`config.mk`:
```
export PLATFORM = sky130hd
export DESIGN_NAME = dmem_arbiter_flat
export DESIGN_NICKNAME = d
export VERILOG_FILES = /design/src/rtl/dmem_arbiter_pkg.sv /design/src/rtl/dmem_arbiter_if.sv /design/src/rtl/dmem_arbiter_grant.sv /design/src/rtl/dmem_arbiter.sv /design/src/flat_wrapper.sv
export SDC_FILE = /design/constraint.sdc
export NUM_CORES = 1
export LEC_CHECK = 0
export BUFFER_PORTS_ARGS = -buffer_cell sky130_fd_sc_hd__buf_4
export CORE_MARGIN = 1.5
export CORE_UTILIZATION = 38
export CTS_BUF_LIST = sky130_fd_sc_hd__clkbuf_4 sky130_fd_sc_hd__clkbuf_8
export DETAILED_ROUTE_END_ITERATION = 7
export GPL_ROUTABILITY_DRIVEN = 0
export GPL_TIMING_DRIVEN = 0
export PLACE_DENSITY = 0.89
export SYNTH_ARGS = -nofsm -noshare
export SYNTH_HDL_FRONTEND = slang
export SYNTH_SLANG_ARGS = --single-unit
```
`constraint.sdc`:
```
create_clock -name clk -period 1.7 [get_ports clk]
set_clock_uncertainty 0.1 [all_clocks]
set_input_delay 0.34 -clock clk [delete_from_list [all_inputs] [get_ports clk]]
set_output_delay 0.34 -clock clk [all_outputs]
set_load 0.02 [all_outputs]
```
`src/rtl/dmem_arbiter_pkg.sv`:
```
// Shared types and constants for the data-memory arbiter and the CPU it serves.
package dmem_arbiter_pkg;

  localparam int unsigned AW_DEF  = 8;
  localparam int unsigned DW_DEF  = 16;
  localparam int unsigned BURST_W = 4;

  typedef enum logic {
    OWN_CPU  = 1'b0,
    OWN_HOST = 1'b1
  } owner_t;

  // CPU opcodes that generate data-memory traffic
  localparam logic [3:0] OP_LW = 4'h4;
  localparam logic [3:0] OP_SW = 4'h5;

endpackage

```
`src/rtl/dmem_arbiter_if.sv`:
```
// CPU, host and memory-side signals of the data-memory arbiter.
// ARB_STATS_EN adds the conflict/wait statistics outputs.
interface dmem_arbiter_if
  import dmem_arbiter_pkg::*;
#(
  parameter int unsigned AW = AW_DEF,
  parameter int unsigned DW = DW_DEF
);
  logic          cpu_req;
  logic          cpu_we;
  logic [AW-1:0] cpu_addr;
  logic [DW-1:0] cpu_wdata;
  logic          cpu_gnt;
  logic          cpu_stall;
  logic          cpu_rvalid;
  logic [DW-1:0] cpu_rdata;

  logic          host_req;
  logic          host_we;
  logic [AW-1:0] host_addr;
  logic [DW-1:0] host_wdata;
  logic          host_lock;
  logic          host_gnt;
  logic          host_rvalid;
  logic [DW-1:0] host_rdata;

  logic          mem_en;
  logic          mem_we;
  logic [AW-1:0] mem_addr;
  logic [DW-1:0] mem_wdata;
  logic [DW-1:0] mem_rdata;

`ifdef ARB_STATS_EN
  logic [15:0]   conflict_cnt;
  logic [15:0]   cpu_wait_cnt;
`endif

  // Arbiter side
  modport slave (
    input  cpu_req, cpu_we, cpu_addr, cpu_wdata,
    output cpu_gnt, cpu_stall, cpu_rvalid, cpu_rdata,
    input  host_req, host_we, host_addr, host_wdata, host_lock,
    output host_gnt, host_rvalid, host_rdata,
    output mem_en, mem_we, mem_addr, mem_wdata,
    input  mem_rdata
`ifdef ARB_STATS_EN
    , output conflict_cnt, cpu_wait_cnt
`endif
  );

  // Requesters and memory side
  modport master (
    output cpu_req, cpu_we, cpu_addr, cpu_wdata,
    input  cpu_gnt, cpu_stall, cpu_rvalid, cpu_rdata,
    output host_req, host_we, host_addr, host_wdata, host_lock,
    input  host_gnt, host_rvalid, host_rdata,
    input  mem_en, mem_we, mem_addr, mem_wdata,
    output mem_rdata
`ifdef ARB_STATS_EN
    , input conflict_cnt, cpu_wait_cnt
`endif
  );

endinterface

```
`src/rtl/dmem_arbiter_grant.sv`:
```
// Two-way round-robin grant with host burst lock; purely combinational.
module rr_grant2
  import dmem_arbiter_pkg::*;
(
  input  logic   cpu_req_i,
  input  logic   host_req_i,
  input  owner_t last_owner_i,
  input  logic   lock_ok_i,
  output logic   cpu_gnt_o,
  output logic   host_gnt_o
);

  always_comb begin
    cpu_gnt_o  = 1'b0;
    host_gnt_o = 1'b0;
    if (cpu_req_i && host_req_i) begin
      if (lock_ok_i || (last_owner_i == OWN_CPU)) host_gnt_o = 1'b1;
      else                                        cpu_gnt_o  = 1'b1;
    end else begin
      cpu_gnt_o  = cpu_req_i;
      host_gnt_o = host_req_i;
    end
  end

endmodule

```
`src/rtl/dmem_arbiter.sv`:
```
// Shares the single-port data memory between CPU load/store and the host port.
// ARB_STATS_EN adds saturating conflict and CPU-wait counters.
module dmem_arbiter
  import dmem_arbiter_pkg::*;
#(
  parameter int unsigned AW        = AW_DEF,
  parameter int unsigned DW        = DW_DEF,
  parameter int unsigned MAX_BURST = 4
) (
  input logic           clk,
  input logic           rst,
  dmem_arbiter_if.slave bus
);

  logic               cpu_gnt_c;
  logic               host_gnt_c;
  logic               lock_ok_c;
  logic               mem_we_c;
  logic               cpu_rvalid_c;
  logic               host_rvalid_c;

  owner_t             last_owner_q, last_owner_d;
  logic               host_gnt_prev_q;
  logic [BURST_W-1:0] burst_cnt_q, burst_cnt_d;
  logic               rd_pending_q, rd_pending_d;
  owner_t             rd_owner_q, rd_owner_d;

  assign lock_ok_c = (last_owner_q == OWN_HOST) && host_gnt_prev_q && bus.host_lock &&
                     (burst_cnt_q < BURST_W'(MAX_BURST));

  // Requests are masked during reset so no grant escapes in that cycle
  rr_grant2 u_grant (
    .cpu_req_i    (bus.cpu_req & ~rst),
    .host_req_i   (bus.host_req & ~rst),
    .last_owner_i (last_owner_q),
    .lock_ok_i    (lock_ok_c),
    .cpu_gnt_o    (cpu_gnt_c),
    .host_gnt_o   (host_gnt_c)
  );

  assign bus.cpu_gnt   = cpu_gnt_c;
  assign bus.host_gnt  = host_gnt_c;
  assign bus.cpu_stall = bus.cpu_req & ~cpu_gnt_c;

  always_comb begin
    bus.mem_en    = 1'b0;
    mem_we_c      = 1'b0;
    bus.mem_addr  = AW'(0);
    bus.mem_wdata = DW'(0);
    if (cpu_gnt_c) begin
      bus.mem_en    = 1'b1;
      mem_we_c      = bus.cpu_we;
      bus.mem_addr  = bus.cpu_addr;
      bus.mem_wdata = bus.cpu_wdata;
    end else if (host_gnt_c) begin
      bus.mem_en    = 1'b1;
      mem_we_c      = bus.host_we;
      bus.mem_addr  = bus.host_addr;
      bus.mem_wdata = bus.host_wdata;
    end
  end
  assign bus.mem_we = mem_we_c;

  assign cpu_rvalid_c    = rd_pending_q && (rd_owner_q == OWN_CPU) && !rst;
  assign host_rvalid_c   = rd_pending_q && (rd_owner_q == OWN_HOST) && !rst;
  assign bus.cpu_rvalid  = cpu_rvalid_c;
  assign bus.host_rvalid = host_rvalid_c;
  assign bus.cpu_rdata   = cpu_rvalid_c  ? bus.mem_rdata : DW'(0);
  assign bus.host_rdata  = host_rvalid_c ? bus.mem_rdata : DW'(0);

  always_comb begin
    last_owner_d = last_owner_q;
    burst_cnt_d  = '0;
    rd_owner_d   = rd_owner_q;
    rd_pending_d = (cpu_gnt_c || host_gnt_c) && !mem_we_c;
    if (cpu_gnt_c) begin
      last_owner_d = OWN_CPU;
      rd_owner_d   = OWN_CPU;
    end else if (host_gnt_c) begin
      last_owner_d = OWN_HOST;
      rd_owner_d   = OWN_HOST;
    end
    // Burst count only survives an uninterrupted locked host run
    if (host_gnt_c && bus.host_lock) begin
      if (bus.cpu_req && (burst_cnt_q < BURST_W'(MAX_BURST))) burst_cnt_d = burst_cnt_q + BURST_W'(1);
      else                                                    burst_cnt_d = burst_cnt_q;
    end
  end

  always_ff @(posedge clk) begin
    if (rst) begin
      last_owner_q    <= OWN_HOST;
      host_gnt_prev_q <= 1'b0;
      burst_cnt_q     <= '0;
      rd_pending_q    <= 1'b0;
      rd_owner_q      <= OWN_CPU;
    end else begin
      last_owner_q    <= last_owner_d;
      host_gnt_prev_q <= host_gnt_c;
      burst_cnt_q     <= burst_cnt_d;
      rd_pending_q    <= rd_pending_d;
      rd_owner_q      <= rd_owner_d;
    end
  end

`ifdef ARB_STATS_EN
  logic [15:0] conflict_cnt_q, conflict_cnt_d;
  logic [15:0] cpu_wait_cnt_q, cpu_wait_cnt_d;

  always_comb begin
    conflict_cnt_d = conflict_cnt_q;
    cpu_wait_cnt_d = cpu_wait_cnt_q;
    if (bus.cpu_req && bus.host_req && (conflict_cnt_q != 16'hFFFF))
      conflict_cnt_d = conflict_cnt_q + 16'd1;
    if (bus.cpu_stall && (cpu_wait_cnt_q != 16'hFFFF))
      cpu_wait_cnt_d = cpu_wait_cnt_q + 16'd1;
  end

  always_ff @(posedge clk) begin
    if (rst) begin
      conflict_cnt_q <= '0;
      cpu_wait_cnt_q <= '0;
    end else begin
      conflict_cnt_q <= conflict_cnt_d;
      cpu_wait_cnt_q <= cpu_wait_cnt_d;
    end
  end

  assign bus.conflict_cnt = conflict_cnt_q;
  assign bus.cpu_wait_cnt = cpu_wait_cnt_q;
`endif

endmodule

```
`src/flat_wrapper.sv`:
```
// flat-port wrapper written by rule: the top's interface ports become plain ports
module dmem_arbiter_flat import dmem_arbiter_pkg::*;
#(
  parameter int unsigned AW        = AW_DEF,
  parameter int unsigned DW        = DW_DEF,
  parameter int unsigned MAX_BURST = 4
)
  (clk, rst, bus_cpu_req, bus_cpu_we, bus_cpu_addr, bus_cpu_wdata, bus_cpu_gnt, bus_cpu_stall, bus_cpu_rvalid, bus_cpu_rdata, bus_host_req, bus_host_we, bus_host_addr, bus_host_wdata, bus_host_lock, bus_host_gnt, bus_host_rvalid, bus_host_rdata, bus_mem_en, bus_mem_we, bus_mem_addr, bus_mem_wdata, bus_mem_rdata);
  dmem_arbiter_if #(.AW(AW), .DW(DW)) bus_i ();
  input logic clk;
  input logic rst;
  input wire logic [$bits(bus_i.cpu_req)-1:0] bus_cpu_req;
  input wire logic [$bits(bus_i.cpu_we)-1:0] bus_cpu_we;
  input wire logic [$bits(bus_i.cpu_addr)-1:0] bus_cpu_addr;
  input wire logic [$bits(bus_i.cpu_wdata)-1:0] bus_cpu_wdata;
  output wire logic [$bits(bus_i.cpu_gnt)-1:0] bus_cpu_gnt;
  output wire logic [$bits(bus_i.cpu_stall)-1:0] bus_cpu_stall;
  output wire logic [$bits(bus_i.cpu_rvalid)-1:0] bus_cpu_rvalid;
  output wire logic [$bits(bus_i.cpu_rdata)-1:0] bus_cpu_rdata;
  input wire logic [$bits(bus_i.host_req)-1:0] bus_host_req;
  input wire logic [$bits(bus_i.host_we)-1:0] bus_host_we;
  input wire logic [$bits(bus_i.host_addr)-1:0] bus_host_addr;
  input wire logic [$bits(bus_i.host_wdata)-1:0] bus_host_wdata;
  input wire logic [$bits(bus_i.host_lock)-1:0] bus_host_lock;
  output wire logic [$bits(bus_i.host_gnt)-1:0] bus_host_gnt;
  output wire logic [$bits(bus_i.host_rvalid)-1:0] bus_host_rvalid;
  output wire logic [$bits(bus_i.host_rdata)-1:0] bus_host_rdata;
  output wire logic [$bits(bus_i.mem_en)-1:0] bus_mem_en;
  output wire logic [$bits(bus_i.mem_we)-1:0] bus_mem_we;
  output wire logic [$bits(bus_i.mem_addr)-1:0] bus_mem_addr;
  output wire logic [$bits(bus_i.mem_wdata)-1:0] bus_mem_wdata;
  input wire logic [$bits(bus_i.mem_rdata)-1:0] bus_mem_rdata;
  assign bus_i.cpu_req = bus_cpu_req;
  assign bus_i.cpu_we = bus_cpu_we;
  assign bus_i.cpu_addr = bus_cpu_addr;
  assign bus_i.cpu_wdata = bus_cpu_wdata;
  assign bus_cpu_gnt = bus_i.cpu_gnt;
  assign bus_cpu_stall = bus_i.cpu_stall;
  assign bus_cpu_rvalid = bus_i.cpu_rvalid;
  assign bus_cpu_rdata = bus_i.cpu_rdata;
  assign bus_i.host_req = bus_host_req;
  assign bus_i.host_we = bus_host_we;
  assign bus_i.host_addr = bus_host_addr;
  assign bus_i.host_wdata = bus_host_wdata;
  assign bus_i.host_lock = bus_host_lock;
  assign bus_host_gnt = bus_i.host_gnt;
  assign bus_host_rvalid = bus_i.host_rvalid;
  assign bus_host_rdata = bus_i.host_rdata;
  assign bus_mem_en = bus_i.mem_en;
  assign bus_mem_we = bus_i.mem_we;
  assign bus_mem_addr = bus_i.mem_addr;
  assign bus_mem_wdata = bus_i.mem_wdata;
  assign bus_i.mem_rdata = bus_mem_rdata;
  dmem_arbiter #(.AW(AW), .DW(DW), .MAX_BURST(MAX_BURST)) u_core (.clk(clk), .rst(rst), .bus(bus_i));
endmodule
```
=== Word level (Yosys, flattened, before mapping) ===
Index checks and enable logic that the tools add are counted.

* $add $sub $neg: 1
* Magnitude comparators: 1
* Multiplexer cells: 16
* Bitwise logic cells: 8
* Reductions and logical operators: 18

{| class="wikitable"
|+ Operators with widths
! operator !! number
|-
| 16-bit two-way mux || 4
|-
| 8-bit two-way mux || 2
|-
| 1-bit logical AND || 11
|-
| 1-bit two-way mux || 10
|-
| 1-bit NOT || 5
|-
| 4-bit by 1-bit adder with 4-bit output, second input constant || 1
|-
| 4-bit by 3-bit less-than comparator with 1-bit output, second input constant || 1
|-
| 2-bit OR reduction || 2
|-
| 1-bit AND || 3
|-
| 1-bit logical NOT || 2
|-
| 1-bit logical OR || 2
|-
| 2-bit nonzero test || 1
|}

* Bits in registers: 8
* Word-level logic and storage cells: 49

=== Logic depth before layout (Yosys ltp) ===
* Depth in word-level cells: 10
* Gate-level depth with buffers: 5
* Mapped depth without buffers: 3

=== Modules after synthesis ===
A second synthesis with hierarchy kept.

* Cells, all modules: 109
* Area, all modules: 922.1 µm²

{| class="wikitable"
|+ Modules (own cells, without submodules)
! module !! times used !! cells each !! area each (µm²) !! seq. area each (µm²)
|-
| dmem_arbiter || 1 || 105 || 892.1 || 160.2
|-
| rr_grant2 || 1 || 4 || 30.0 || 0.0
|}

=== Least setup slack after synthesis ===
No wires, ideal clock.

* Path type: input -> output
* Start: input port rst
* End: output port bus_host_rdata[10]
* Arrival time: 1337 ps
* Data required time: 1260 ps
* Setup slack: -77 ps
* Cell stages on the path: 4
* Path through: and3b_1 > clkbuf_1 > clkbuf_1 > and2_1

* Cells in the longest elaborated chain, start to end: 3

{| class="wikitable"
|+ Ends and longest elaborated chain
! element !! line !! RTL
|-
| from (decl) || flat_wrapper.sv:11 || <nowiki>input logic rst;</nowiki>
|-
| 1-bit logical NOT || dmem_arbiter.sv:65 || <nowiki>assign host_rvalid_c = rd_pending_q && (rd_owner_q == OWN_HOST) && !rst;</nowiki>
|-
| 1-bit logical AND || dmem_arbiter.sv:65 ||
|-
| net bus_host_rvalid || flat_wrapper.sv:26 || <nowiki>output wire logic [$bits(bus_i.host_rvalid)-1:0] bus_host_rvalid;</nowiki>
|-
| 16-bit two-way mux || dmem_arbiter.sv:69 || <nowiki>assign bus.host_rdata = host_rvalid_c ? bus.mem_rdata : DW'(0);</nowiki>
|-
| to (decl) || flat_wrapper.sv:27 || <nowiki>output wire logic [$bits(bus_i.host_rdata)-1:0] bus_host_rdata;</nowiki>
|}

The timed path passes the listed nets, and every way through them passes these cells.

=== Final worst setup path ===
* Start: register u_core.burst_cnt_q[3]
* End: output port bus_mem_wdata[8]

* Cells in the longest elaborated chain, start to end: 7
* Elaborated cells on any way between the ends: 9
* Classes of those cells: order compare (1); mux (6); reduce/logical (2)

{| class="wikitable"
|+ Ends and longest elaborated chain
! element !! line !! RTL
|-
| from (decl) || dmem_arbiter.sv:24 || <nowiki>logic [BURST_W-1:0] burst_cnt_q, burst_cnt_d;</nowiki>
|-
| from (signal assigned) || dmem_arbiter.sv:100 || <nowiki>burst_cnt_q <= burst_cnt_d;</nowiki>
|-
| 4-bit by 3-bit less-than comparator with 1-bit output (*) || dmem_arbiter.sv:29 || <nowiki>(burst_cnt_q < BURST_W'(MAX_BURST));</nowiki>
|-
| 1-bit logical AND (*) || dmem_arbiter.sv:28 || <nowiki>assign lock_ok_c = (last_owner_q == OWN_HOST) && host_gnt_prev_q && bus.host_lock &&</nowiki>
|-
| 1-bit logical OR (*) || dmem_arbiter_grant.sv:17 || <nowiki>if (lock_ok_i || (last_owner_i == OWN_CPU)) host_gnt_o = 1'b1;</nowiki>
|-
| 1-bit two-way mux || dmem_arbiter_grant.sv:17 ||
|-
| 1-bit two-way mux || dmem_arbiter_grant.sv:16 || <nowiki>if (cpu_req_i && host_req_i) begin</nowiki>
|-
| 16-bit two-way mux || dmem_arbiter.sv:55 || <nowiki>end else if (host_gnt_c) begin</nowiki>
|-
| 16-bit two-way mux (*) || dmem_arbiter.sv:50 || <nowiki>if (cpu_gnt_c) begin</nowiki>
|-
| to (decl) || flat_wrapper.sv:31 || <nowiki>output wire logic [$bits(bus_i.mem_wdata)-1:0] bus_mem_wdata;</nowiki>
|}

Mark *: on every way between the ends. The rest lies on a longest branch, timed or not.

==> metrics.yaml <==
status: "complete, but fails checks"
rows: 21
yosysTopAreaCellShare: 0.3023
synthArstFlopShare: 0
seq_area_um2: 163.9
leakage_nw: 1.466
layout-drive-gt1-share: 0.6994
ys_seq_elements: 8
setup_viol: 40
r2r-start: "u_core.burst_cnt_q[3]"
grt_pass1_vias: 1712
fmax_mhz: 478.8
yosysUniqueCellTypes: 29
hold_violations: 0
synth_area_um2: 1399
critPathMaxFanout: 10
drt_iter0_markers: 55
yosys.area.top_type: "o32ai_2"
finalMaxSlewViolations: 0
grt_pass1_wl_um: 7596
worstSetupPathType: "flop to output port"
grtUsageTotal: 0.2307
h-tree-depth: 1
clk_pin_slew_ns: 0.04
synth_common_cells: "32 x and2_1, 28 x inv_1, 26 x o32ai_2, 25 x nand2b_1, 8 x dfxtp_1"
num_vias: 1802
final_cell_count_no_fill: 362
reg2reg_depth: 5
dp_cells: 342
post_drt_wl_per_cell_um: 14.78
drv_cap: 0
yosysSeqAreaShare: 0.1145
worst_pin_slew_ns: 0.7721
worstPathArrival_ns: 1.65
startpoint_type: "flop"
period_share: 1.228
start_util: 0.4064
hold_class: "input pin to flop"
p_total_mw: 1.185
design_area_um2: 2984
synth_most_common_cell: "and2_1"
syn_to_final_growth_pct: 113.3
grt.overflow.total: 0
dieArea_um2: 4054
viasPerCell: 4.978
rsz0062_at_grt: "true"
antenna_found_initial: 0
antenna_cells_inserted: 0
cts_buffers: 3
drc: 0
critPathLaunch: "u_core.burst_cnt_q[3]"
end_kind: "output port"
final_nets: 390
cts_buffer_depth: 2
synth_ff_type: "dfxtp_1"
grt_start_max_net_pins: 11
n_fill_cell: 187
period_minus_slack_ns: 2.088
synth_warnings: 0
dp_hpwl_um: 3796
syn_nets: 235
timing.final.ws_setup_ns: -0.3884
root_buffer: "clkbuf_8"
die_h_um: 63.67
synth-edff-count: 0
worstPathRequired_ns: 1.26
dr.pass1.iters: 4
cts_tree: "yes"
multiInputGateArea_um2: 1155
synthTopCellsByArea: "o32ai_2 30%, and2_1 14%, dfxtp_1 11%, nand2b_1 11%, inv_1 7.5%"
avgSynthCellArea_um2: 8.582
cts_sinks: 8
slew_headroom: 0.4852
postPlaceCellArea_um2: 2537
synthCells: 163
ir_drop_uv: 213.8
core_um2: 3442
place_ws_ns: -0.4979
ant_nets: 0
wl_um: 5351
violations: "setup timing"
reg2reg_slack_ns: 0.13
power_density_nw_per_um2: 396.9
clock_latency_ns: 0.22
reg2reg_to: "u_core.burst_cnt_q[3]"
worstSetupEndpoint: "bus_mem_wdata[8]"
min_delay_path_depth: 2
io_pins: 134
portBuffers: 133
fp.dieW_um: 63.67
## cell families (layout without fill, tap and decap cells)
logic type,Yosys count,after routing,share of synthesized area
buffers and inverters,44,197,0.1592
XOR/XNOR,1,1,0.006262
flip-flops,8,8,0.1145
adder cells (fa/ha/maj),1,1,0.008943
AO/OA/AOI/OAI,34,34,0.3480
AND/OR/NAND/NOR,74,74,0.3560
multiplexers,1,1,0.007156
## layout by cell type, fill, tap and decap left out, types with 2 or more instances in the layout
master	n
buf_4	116
buf_6	36
inv_1	28
nand2b_1	25
o32ai_2	19
and2_1	17
and2_4	15
o32ai_4	7
dfxtp_1	5
nor2_1	4
buf_12	4
nor4b_2	3
clkbuf_8	3
dfxtp_2	3
clkbuf_2	2
buf_8	2
o21a_1	2
buf_1	2
clkbuf_1	2
a21oi_1	2
clkbuf_16	2
## worst max-delay path, stage by stage (launching register included)
cell and delay [ns]:
dfxtp_2 0.32, and4bb_4 0.36, o22a_1 0.16, buf_6 0.16, buf_12 0.15, o32ai_2 0.08, buf_4 0.19
## report_power, final
group          leakage [nW]  total [mW]  switching [mW]  internal, mW
Sequential           0.0668       0.203         0.00606         0.197
Combinational          1.38       0.760           0.344         0.416
Clock                0.0216       0.222          0.0687         0.153
Total                  1.47        1.18           0.418         0.766
## per-stage QoR
stage               setup TNS (ns)    util  hold slack (ns)
global placement            -13.60  0.7372           0.3718
detailed placement          -14.22  0.7372           0.3976
finish                      -10.54  0.8670           0.2323
floorplan                   -1.052       -           0.3561
CTS                         -10.61  0.8099           0.2287
global route                -12.03  0.8670           0.2284
## what timing repair did
item                                    4_1_cts  5_1_grt
endpoints found under the setup margin       63       54
setup buffers                                10        5
cloned                                        2        1
hold buffers                                  0        0
endpoints found under the hold margin         0        0
resized for setup                            29       45
pin swaps                                     7        9
## sequential cells by signal (all words and copies together) (netlist names)
| name | flops |
|---|---|
| u_core.rd_owner_q | 1 |
| u_core.rd_pending_q | 1 |
| u_core.burst_cnt_q | 4 |
| u_core.host_gnt_prev_q | 1 |
| u_core.last_owner_q | 1 |
## per-layer routing
layer / part of all wire / GRT usage
met4: 0.016 / 0.06522
met1: 0.35 / 0.2309
met5: 0 / 0
met2: 0.53 / 0.4513
met3: 0.099 / 0.06964
## cell type report
cell class | count | area share
Sequential cell | 8 | 0.05493
Inverter | 28 | 0.03522
Multi-Input combinational cell | 111 | 0.3870
Timing Repair Buffer | 151 | 0.4361
Clock buffer | 3 | 0.01384
Buffer | 15 | 0.05367
Tap cell | 46 | 0.01929
## worst min path at each step
stage,start,end
after floorplan,u_core.burst_cnt_q[3],u_core.burst_cnt_q[3]
after global placement,u_core.rd_owner_q,u_core.rd_owner_q
after detailed placement,u_core.rd_owner_q,u_core.rd_owner_q
after CTS,bus_host_we,u_core.rd_pending_q
after global routing,bus_host_we,u_core.rd_pending_q
final,bus_host_we,u_core.rd_pending_q
Note: power is estimated with default switching activity, not from simulation.
